===== config.mk =====
export PLATFORM = sky130hd
export DESIGN_NAME = axi_r_upsize_packer
export DESIGN_NICKNAME = d
export VERILOG_FILES = /design/src/rtl/axi_r_upsize_packer.sv
export SDC_FILE = /design/constraint.sdc
export NUM_CORES = 1
export LEC_CHECK = 0
export ABC_CLOCK_PERIOD_IN_PS = 2900
export BUFFER_PORTS_ARGS = -buffer_cell sky130_fd_sc_hd__buf_2
export CORE_MARGIN = 4
export CORE_UTILIZATION = 35
export DETAILED_ROUTE_END_ITERATION = 8
export GPL_ROUTABILITY_DRIVEN = 0
export GPL_TIMING_DRIVEN = 0
export PLACE_DENSITY = 0.65
export SETUP_SLACK_MARGIN = 0.15
export SLEW_MARGIN = 5
export SYNTH_ARGS = -nofsm -noshare
export SYNTH_HDL_FRONTEND = slang
export SYNTH_SLANG_ARGS = --single-unit

===== constraint.sdc =====
create_clock -name clk_i -period 2.9 [get_ports clk_i]
set_input_delay 0.725 -clock clk_i [delete_from_list [all_inputs] [get_ports clk_i]]
set_output_delay 0.725 -clock clk_i [all_outputs]
set_load 0.01 [all_outputs]

===== src/rtl/axi_r_upsize_packer.sv =====
// Read-return packer for the data-width downsizer: collects narrow R beats of one
// INCR burst into wide R beats, merging responses and tagging the burst's last beat.
module axi_r_upsize_packer #(
   parameter int unsigned NarrowDataWidth = 32,
   parameter int unsigned WideDataWidth   = 64,
   parameter int unsigned IdWidth         = 4,
   parameter int unsigned UserWidth       = 8
) (
   input  logic                                  clk_i,
   input  logic                                  rst_ni,
   input  logic                                  cmd_valid_i,
   output logic                                  cmd_ready_o,
   input  logic [IdWidth-1:0]                    cmd_id_i,
   input  logic [$clog2(WideDataWidth/8)-1:0]    cmd_offset_i,
   input  logic [2:0]                            cmd_size_i,
   input  logic [7:0]                            cmd_len_i,
   input  logic [NarrowDataWidth-1:0]            nr_data_i,
   input  logic [1:0]                            nr_resp_i,
   input  logic                                  nr_last_i,
   input  logic [UserWidth-1:0]                  nr_user_i,
   input  logic                                  nr_valid_i,
   output logic                                  nr_ready_o,
   output logic [IdWidth-1:0]                    wr_id_o,
   output logic [WideDataWidth-1:0]              wr_data_o,
   output logic [1:0]                            wr_resp_o,
   output logic                                  wr_last_o,
   output logic [UserWidth-1:0]                  wr_user_o,
   output logic                                  wr_valid_o,
   input  logic                                  wr_ready_i,
   output logic                                  proto_err_o
);

   localparam int unsigned NarrowBytes = NarrowDataWidth / 8;
   localparam int unsigned WideBytes   = WideDataWidth / 8;
   localparam int unsigned AddrWidth   = $clog2(WideBytes);

   typedef enum logic {StIdle, StPack} state_e;

   state_e                     state_q;
   logic [IdWidth-1:0]         id_q;
   logic [AddrWidth-1:0]       addr_q;
   logic [2:0]                 size_q;
   logic [7:0]                 rem_q;
   logic [WideDataWidth-1:0]   acc_data_q;
   logic [1:0]                 acc_err_q;
   logic                       acc_exok_q;

   logic [IdWidth-1:0]         wr_id_q;
   logic [WideDataWidth-1:0]   wr_data_q;
   logic [1:0]                 wr_resp_q;
   logic                       wr_last_q;
   logic [UserWidth-1:0]       wr_user_q;
   logic                       wr_valid_q;
   logic                       proto_err_q;

   logic [AddrWidth-1:0]       step_c;
   logic                       nr_hs_c;
   logic                       final_c;
   logic                       cross_c;
   logic                       emit_c;
   logic                       mismatch_c;
   int unsigned                lane_lo_c;
   int unsigned                lane_hi_c;
   logic [WideDataWidth-1:0]   merged_data_c;
   logic [1:0]                 merged_err_c;
   logic                       merged_exok_c;
   logic [1:0]                 merged_resp_c;

   assign cmd_ready_o = (state_q == StIdle);
   assign nr_ready_o  = (state_q == StPack) && (!wr_valid_q || wr_ready_i);

   assign step_c     = AddrWidth'(1) << size_q;
   assign nr_hs_c    = nr_valid_i && nr_ready_o;
   assign final_c    = nr_last_i || (rem_q == 8'd0);
   assign mismatch_c = nr_last_i != (rem_q == 8'd0);
   assign cross_c    = (addr_q + step_c) == '0;
   assign emit_c     = nr_hs_c && (cross_c || final_c);

   // Narrow lane of a byte equals its wide lane mod NarrowBytes, so copy lane-for-lane.
   always_comb begin
      lane_lo_c     = 32'(addr_q);
      lane_hi_c     = 32'(addr_q) + 32'(step_c);
      merged_data_c = acc_data_q;
      for (int unsigned w = 0; w < WideBytes; w++) begin
         if ((w >= lane_lo_c) && (w < lane_hi_c)) begin
            merged_data_c[8*w +: 8] = nr_data_i[8*(w % NarrowBytes) +: 8];
         end
      end
   end

   // Worst error wins; EXOKAY survives only if every contributing beat was EXOKAY.
   always_comb begin
      merged_err_c  = acc_err_q;
      if (nr_resp_i[1] && (nr_resp_i > acc_err_q)) begin
         merged_err_c = nr_resp_i;
      end
      merged_exok_c = acc_exok_q && (nr_resp_i == 2'b01);
      merged_resp_c = (merged_err_c != 2'b00) ? merged_err_c : {1'b0, merged_exok_c};
   end

   always_ff @(posedge clk_i or negedge rst_ni) begin
      if (!rst_ni) begin
         state_q     <= StIdle;
         id_q        <= '0;
         addr_q      <= '0;
         size_q      <= '0;
         rem_q       <= '0;
         acc_data_q  <= '0;
         acc_err_q   <= '0;
         acc_exok_q  <= 1'b1;
         wr_id_q     <= '0;
         wr_data_q   <= '0;
         wr_resp_q   <= '0;
         wr_last_q   <= 1'b0;
         wr_user_q   <= '0;
         wr_valid_q  <= 1'b0;
         proto_err_q <= 1'b0;
      end else begin
         proto_err_q <= 1'b0;
         if (wr_valid_q && wr_ready_i) begin
            wr_valid_q <= 1'b0;
         end
         case (state_q)
            StIdle: begin
               if (cmd_valid_i) begin
                  id_q       <= cmd_id_i;
                  addr_q     <= cmd_offset_i;
                  size_q     <= cmd_size_i;
                  rem_q      <= cmd_len_i;
                  acc_data_q <= '0;
                  acc_err_q  <= '0;
                  acc_exok_q <= 1'b1;
                  state_q    <= StPack;
               end
            end
            StPack: begin
               if (nr_hs_c) begin
                  addr_q <= addr_q + step_c;
                  rem_q  <= rem_q - 8'd1;
                  if (emit_c) begin
                     wr_id_q    <= id_q;
                     wr_data_q  <= merged_data_c;
                     wr_resp_q  <= merged_resp_c;
                     wr_last_q  <= final_c;
                     wr_user_q  <= nr_user_i;
                     wr_valid_q <= 1'b1;
                     acc_data_q <= '0;
                     acc_err_q  <= '0;
                     acc_exok_q <= 1'b1;
                  end else begin
                     acc_data_q <= merged_data_c;
                     acc_err_q  <= merged_err_c;
                     acc_exok_q <= merged_exok_c;
                  end
                  if (final_c) begin
                     proto_err_q <= mismatch_c;
                     state_q     <= StIdle;
                  end
               end
            end
            default: state_q <= StIdle;
         endcase
      end
   end

   assign wr_id_o     = wr_id_q;
   assign wr_data_o   = wr_data_q;
   assign wr_resp_o   = wr_resp_q;
   assign wr_last_o   = wr_last_q;
   assign wr_user_o   = wr_user_q;
   assign wr_valid_o  = wr_valid_q;
   assign proto_err_o = proto_err_q;

endmodule


# After elaboration in Yosys (flattened, before gate mapping)
# Cells that the tools add are included.
# word_totals
register_bits	167
n_memories	0
in_bits	66
wordCells	102
rom_bits	0
latchBits	0
ram_bits	0
# classes
reduce_logical	23
n_div	0
n_bitwise	1
eq_ne	4
n_shift	1
n_lt_le_gt_ge	16
n_mul	0
n_mux	39
n_addsub	3
# ops
cell	count
$mux 64	3
$pmux 64 s2	1
$mux 8	10
$lt 3x4->1 const A	4
$pmux 8 s2	1
$logic_and 1x1->1	13
$mux 1	13
$mux 2	5
$ge 3x3->1 const A	3
$logic_not 8->1	1
$lt 1x4->1 const A	2
$lt 2x4->1 const A	2
$sub 8x1->8 const B	1
$ge 1x3->1 const A	2
$ge 2x3->1 const A	2
$mux 3	2
$pmux 3 s2	1
$add 3x3->4	1
$pmux 1 s2	2
$pmux 2 s2	1
$reduce_and 2->1	2
$add 3x3->3	1
$logic_not 3->1	1
$logic_or 1x1->1	3
10 further kinds	10

# Logic depth before layout (Yosys ltp)
# depth
depth_word	8
mapped_depth	12
depth_no_buf	8

# Least setup slack after synthesis
# No wires, ideal clock.
# synth_timing
path_type	register -> register
start	reg size_q[2]
end	reg acc_data_q[10]
stages_incl_launch_ff	11
setup_ps	121
synth_period_minus_slack_ps	2614
arrival_time_ps	2493
required_time_ps	2779
setup_slack_ps	286
n_path_buf	3
path_cell_list	dfrtp_1 nor3b_1 fa_1 clkbuf_1 nor2_1 a21boi_2 and2_4 buf_6 and2_4 buf_6 a22o_1
# synth_between
elab_chain_cells	8
# synth_lines
element	line	text
start: declaration	42	logic [2:0] size_q;
start signal: assignment	128	size_q <= cmd_size_i;
$shl 1x3->3 *	72	assign step_c = AddrWidth'(1) << size_q;
$add 3x3->4 or $add 3x3->3 (tied branches)	82, 76	
$lt 1x4->1 or $logic_not 3->1 (tied branches)	85, 76	
$logic_and 1x1->1 or $logic_or 1x1->1 (tied branches)	85, 77	
$mux 8 or $logic_and 1x1->1 (tied branches)	85, 77	
$mux 64 *	140	if (emit_c) begin
$mux 64 *	137	if (nr_hs_c) begin
$pmux 64 s2 *	123	case (state_q)
end signal: assignment	151	acc_data_q <= merged_data_c;
end: declaration	44	logic [WideDataWidth-1:0] acc_data_q;
# Mark *: on every way between the ends. The rest lies on a longest branch, timed or not. The select of a mux whose other input is x is not followed.
# A chain may end at the register's enable or synchronous reset.

# Worst setup path in the final report
# layout_timing
start	reg size_q[1]
end	reg acc_data_q[12]
# The elaborated chain is that of the path after synthesis.

==> key figures <==
GRT
  • Vias in the first global route: 5,692
  • All-Layer GR Usage: 0.171
  • Initial antenna violation count: 0
  • First-pass GRT wire length: 32.0 mm
  • Grt total ovfl: 0
  • Pin count of the biggest net entering global routing: 87

Logic synthesis
  • Synth Warn #: 0
  • Main combinational cell family by area after synthesis: compound AO/OA/AOI/OAI gates
  • Simple-gate area share of the yosys netlist: 0.115
  • Xor/xnor cell area share of the yosys netlist: 0.00442
  • Synth Area in Adders: 0.0180
  • Mux share of post-synthesis cell area: 0.0815
  • Post-synth EDFFs: 0
  • Syn Std Cell Area: 7360 um2
  • Synth Area per Inst: 11.1 um2
  • #FFs+latches synth: 167
  • Distinct cells, synth: 53
  • Compound-gate portion of the synthesized area: 0.179
  • Cells after Synth: 666
  • Syn Nets: 742
  • Post-synth ARST share: 1.00
  • Prevailing post-synth register cell: dfrtp_1
  • Register area share after synthesis: 0.568

Clock network
  • Clock sinks: 167
  • Clk slew on worst S/H paths: 0.07 ns
  • CTS Root Cell: clkbuf_16
  • Hold buffers post-CTS: 0
  • CTS tree: built
  • CTS buffer count: 17
  • Max Root-Sink Buffers: 2
  • Skew-Pair Late Insertion Delay: 0.43 ns
  • # H-tree levels: 4

Critical path
  • Kind of end point of the critical path: register
  • CP Class: register to register
  • Crit-path most repeated cell: buf_4
  • Slowest stage delay, CP: 0.43 ns
  • Req. time, crit path: 3.21 ns
  • Critical-path cell list: nor3_2, ha_2, fa_2, buf_4, nor4_2, nor4_1, buf_4, and2_4, buf_6, a22o_1
  • Worst setup SP type: register
  • Critical Path Fanout Max: 8
  • Crit path DAT: 2.96 ns
  • Reg-to-reg slack, setup: 0.25 ns
  • CP max-delay cell: fa_2

Timing
  • Fin Clk Skew: 0.0142 ns
  • Max Freq: 378 MHz
  • Min Tclk post-route: 2.65 ns
  • Max_slew headroom: 0.531
  • Final period util: 0.913
  • Slew Viols, Final: 0
  • Tightest Pin Transition: 0.704 ns
  • Final Setup Violations: 0
  • Final hold viol count: 0
  • RSZ-0062 raised after global routing: no

Floorplanning
  • Die height: 153 um
  • Core footprint: 20,500 um2
  • Die area: 23,400 um2
  • Die W: 153 um
  • Initial Util: 0.359
  • IO Pins: 149
  • Site Rows: 52

Power and ir drop
  • Cell Int Power: 6500 uW
  • Worst IR drop on VDD: 0.431 mV
  • Pwr Total: 10,900 uW
  • Net Sw Power: 4380 uW
  • Leak Pwr: 0.00459 uW
  • Combinational power share: 0.469
  • Switching part of the total: 0.403
  • Reg power frac: 0.336
  • Clock power share: 0.195
  • PwrDens: 1190 nW/um2

Final layout
  • Most frequent cells in the layout: dfrtp_1, buf_2, nand2_1
  • Design Area, Final: 9170 um2
  • Share of cells above drive strength 1: 0.295
  • Post-layout util: 0.448
  • Commonest non-fill, non-tap cell in the layout: dfrtp_1
  • Total Nets Final: 914
  • Synth-to-Final Area Change: 24.6%
  • Inserted Diodes: 0

Drt
  • Detailed Routing Iterations Pass 1: 5
  • Iter 0 DRT Violations: 307
  • Wirelength, routed: 19.7 mm
  • Vias/cell: 5.01
  • DRC violations left: 0
  • Vias post-DR: 5,611
  • Wirelength per Cell: 17.6 um
  • Post-route ant nets: 0

Run status
  • Status: finished clean

Hold path
  • HP Class: input pin to asynchronous set/reset pin

Flow run
  • Max-cap violations: 0

Placement
  • Placed inst area: 8480 um2
  • DP Wirelength: 13.6 mm
  • IO buf count: 148
per-layer routing:
metal | track usage | up-vias | part of all wire
met3 | 0.0365 | 15 | 0.050
li1 | - | 2703 | -
met2 | 0.266 | 138 | 0.46
met5 | 0 | - | 0
met1 | 0.242 | 2755 | 0.47
met4 | 0.0479 | 0 | 0.012
sequential cells by signal, indices dropped and copies added (netlist names), 2 cells and up:
name        cells
wr_id_o         4
wr_resp_o       2
id_q            4
size_q          3
wr_data_o      64
acc_data_q     64
acc_err_q       2
rem_q           8
addr_q          3
wr_user_o       8
final cells by class:
type	instances	area, um2
Clock buffer	24	492
Inverter	8	30.0
Buffer	37	250
Fill cell	1971	11300
Timing Repair Buffer	153	808
Clock inverter	7	46.3
Sequential cell	167	4180
Tap cell	270	338
Multi-Input combinational cell	454	3030
cells by family (layout without fill, tap and decap cells):
family                   after synthesis  count (layout)
AO/OA/AOI/OAI                        188             188
adder cells (fa/ha/maj)               10              10
XOR/XNOR                               2               2
AND/OR/NAND/NOR                      194             194
multiplexers                          60              60
buffers and inverters                 45             229
flip-flops                           167             167
worst max-delay path: cells and delay by family, from the launching register on:
kind	cells	cell delay, ns
simple gates	4	0.73
fa+ha+maj	2	0.66
buf+inv	3	0.49
flops	1	0.42
compound gates	1	0.23
synthesized netlist by cell type, drive strengths merged, types with 2 or more instances:
cell / count / area, um2
nor3b: 2 / 15.0
inv: 7 / 26.3
buf: 29 / 194
nor2: 38 / 178
a21o: 7 / 60.1
o21ai: 63 / 338
nand2b: 2 / 12.5
clkbuf: 8 / 30.0
ha: 9 / 113
nand4: 2 / 12.5
a22o: 64 / 561
mux2i: 60 / 601
nand3: 9 / 45.0
nand2: 125 / 469
dfrtp: 166 / 4150
and2: 5 / 38.8
o221a: 3 / 33.8
or4: 2 / 15.0
nor4: 4 / 25.0
a21oi: 38 / 205
a31oi: 2 / 27.5
o22ai: 2 / 12.5
repair_timing:
item,CTS,global route
setup endpoints to repair,145,128
setup buffers,1,3
pin swaps,1,2
gates resized for setup,13,23
power groups by stage:
stage,combinational [uW],sequential (uW),clock (uW)
3_3_place_gp,4800,3660,0
6_report,5100,3660,2120
5_1_grt,5660,3770,2270
3_5_place_dp,4880,3680,0
2_1_floorplan,3230,3790,0
4_1_cts,5040,3650,2170
worst paths after layout:
kind                              start  cells after the start             end
hold / removal                   rst_ni                      1    wr_data_o[4]
max in group asynchronous        rst_ni                      2    wr_resp_o[1]
min in group clk_i         wr_user_o[1]                      2    wr_user_o[1]
setup / recovery              size_q[1]                     10  acc_data_q[12]
setup reg to reg              size_q[1]                     10  acc_data_q[12]
hold reg to reg            wr_user_o[1]                      2    wr_user_o[1]
through the flow:
stage / setup TNS [ns] / std cells / hold WS, ns / setup slack (ns)
finish: 0 / 1120 / 0.267 / 0.252
global route: 0 / 1120 / 0.321 / 0.147
CTS: 0 / 1117 / 0.324 / 0.166
detailed placement: -14.04 / 1085 / 0.456 / -0.220
global placement: -275.23 / 1084 / 0.445 / -1.61
floorplan: 0 / 666 / 0.429 / 0.286
(Power assumes the default switching activity.)
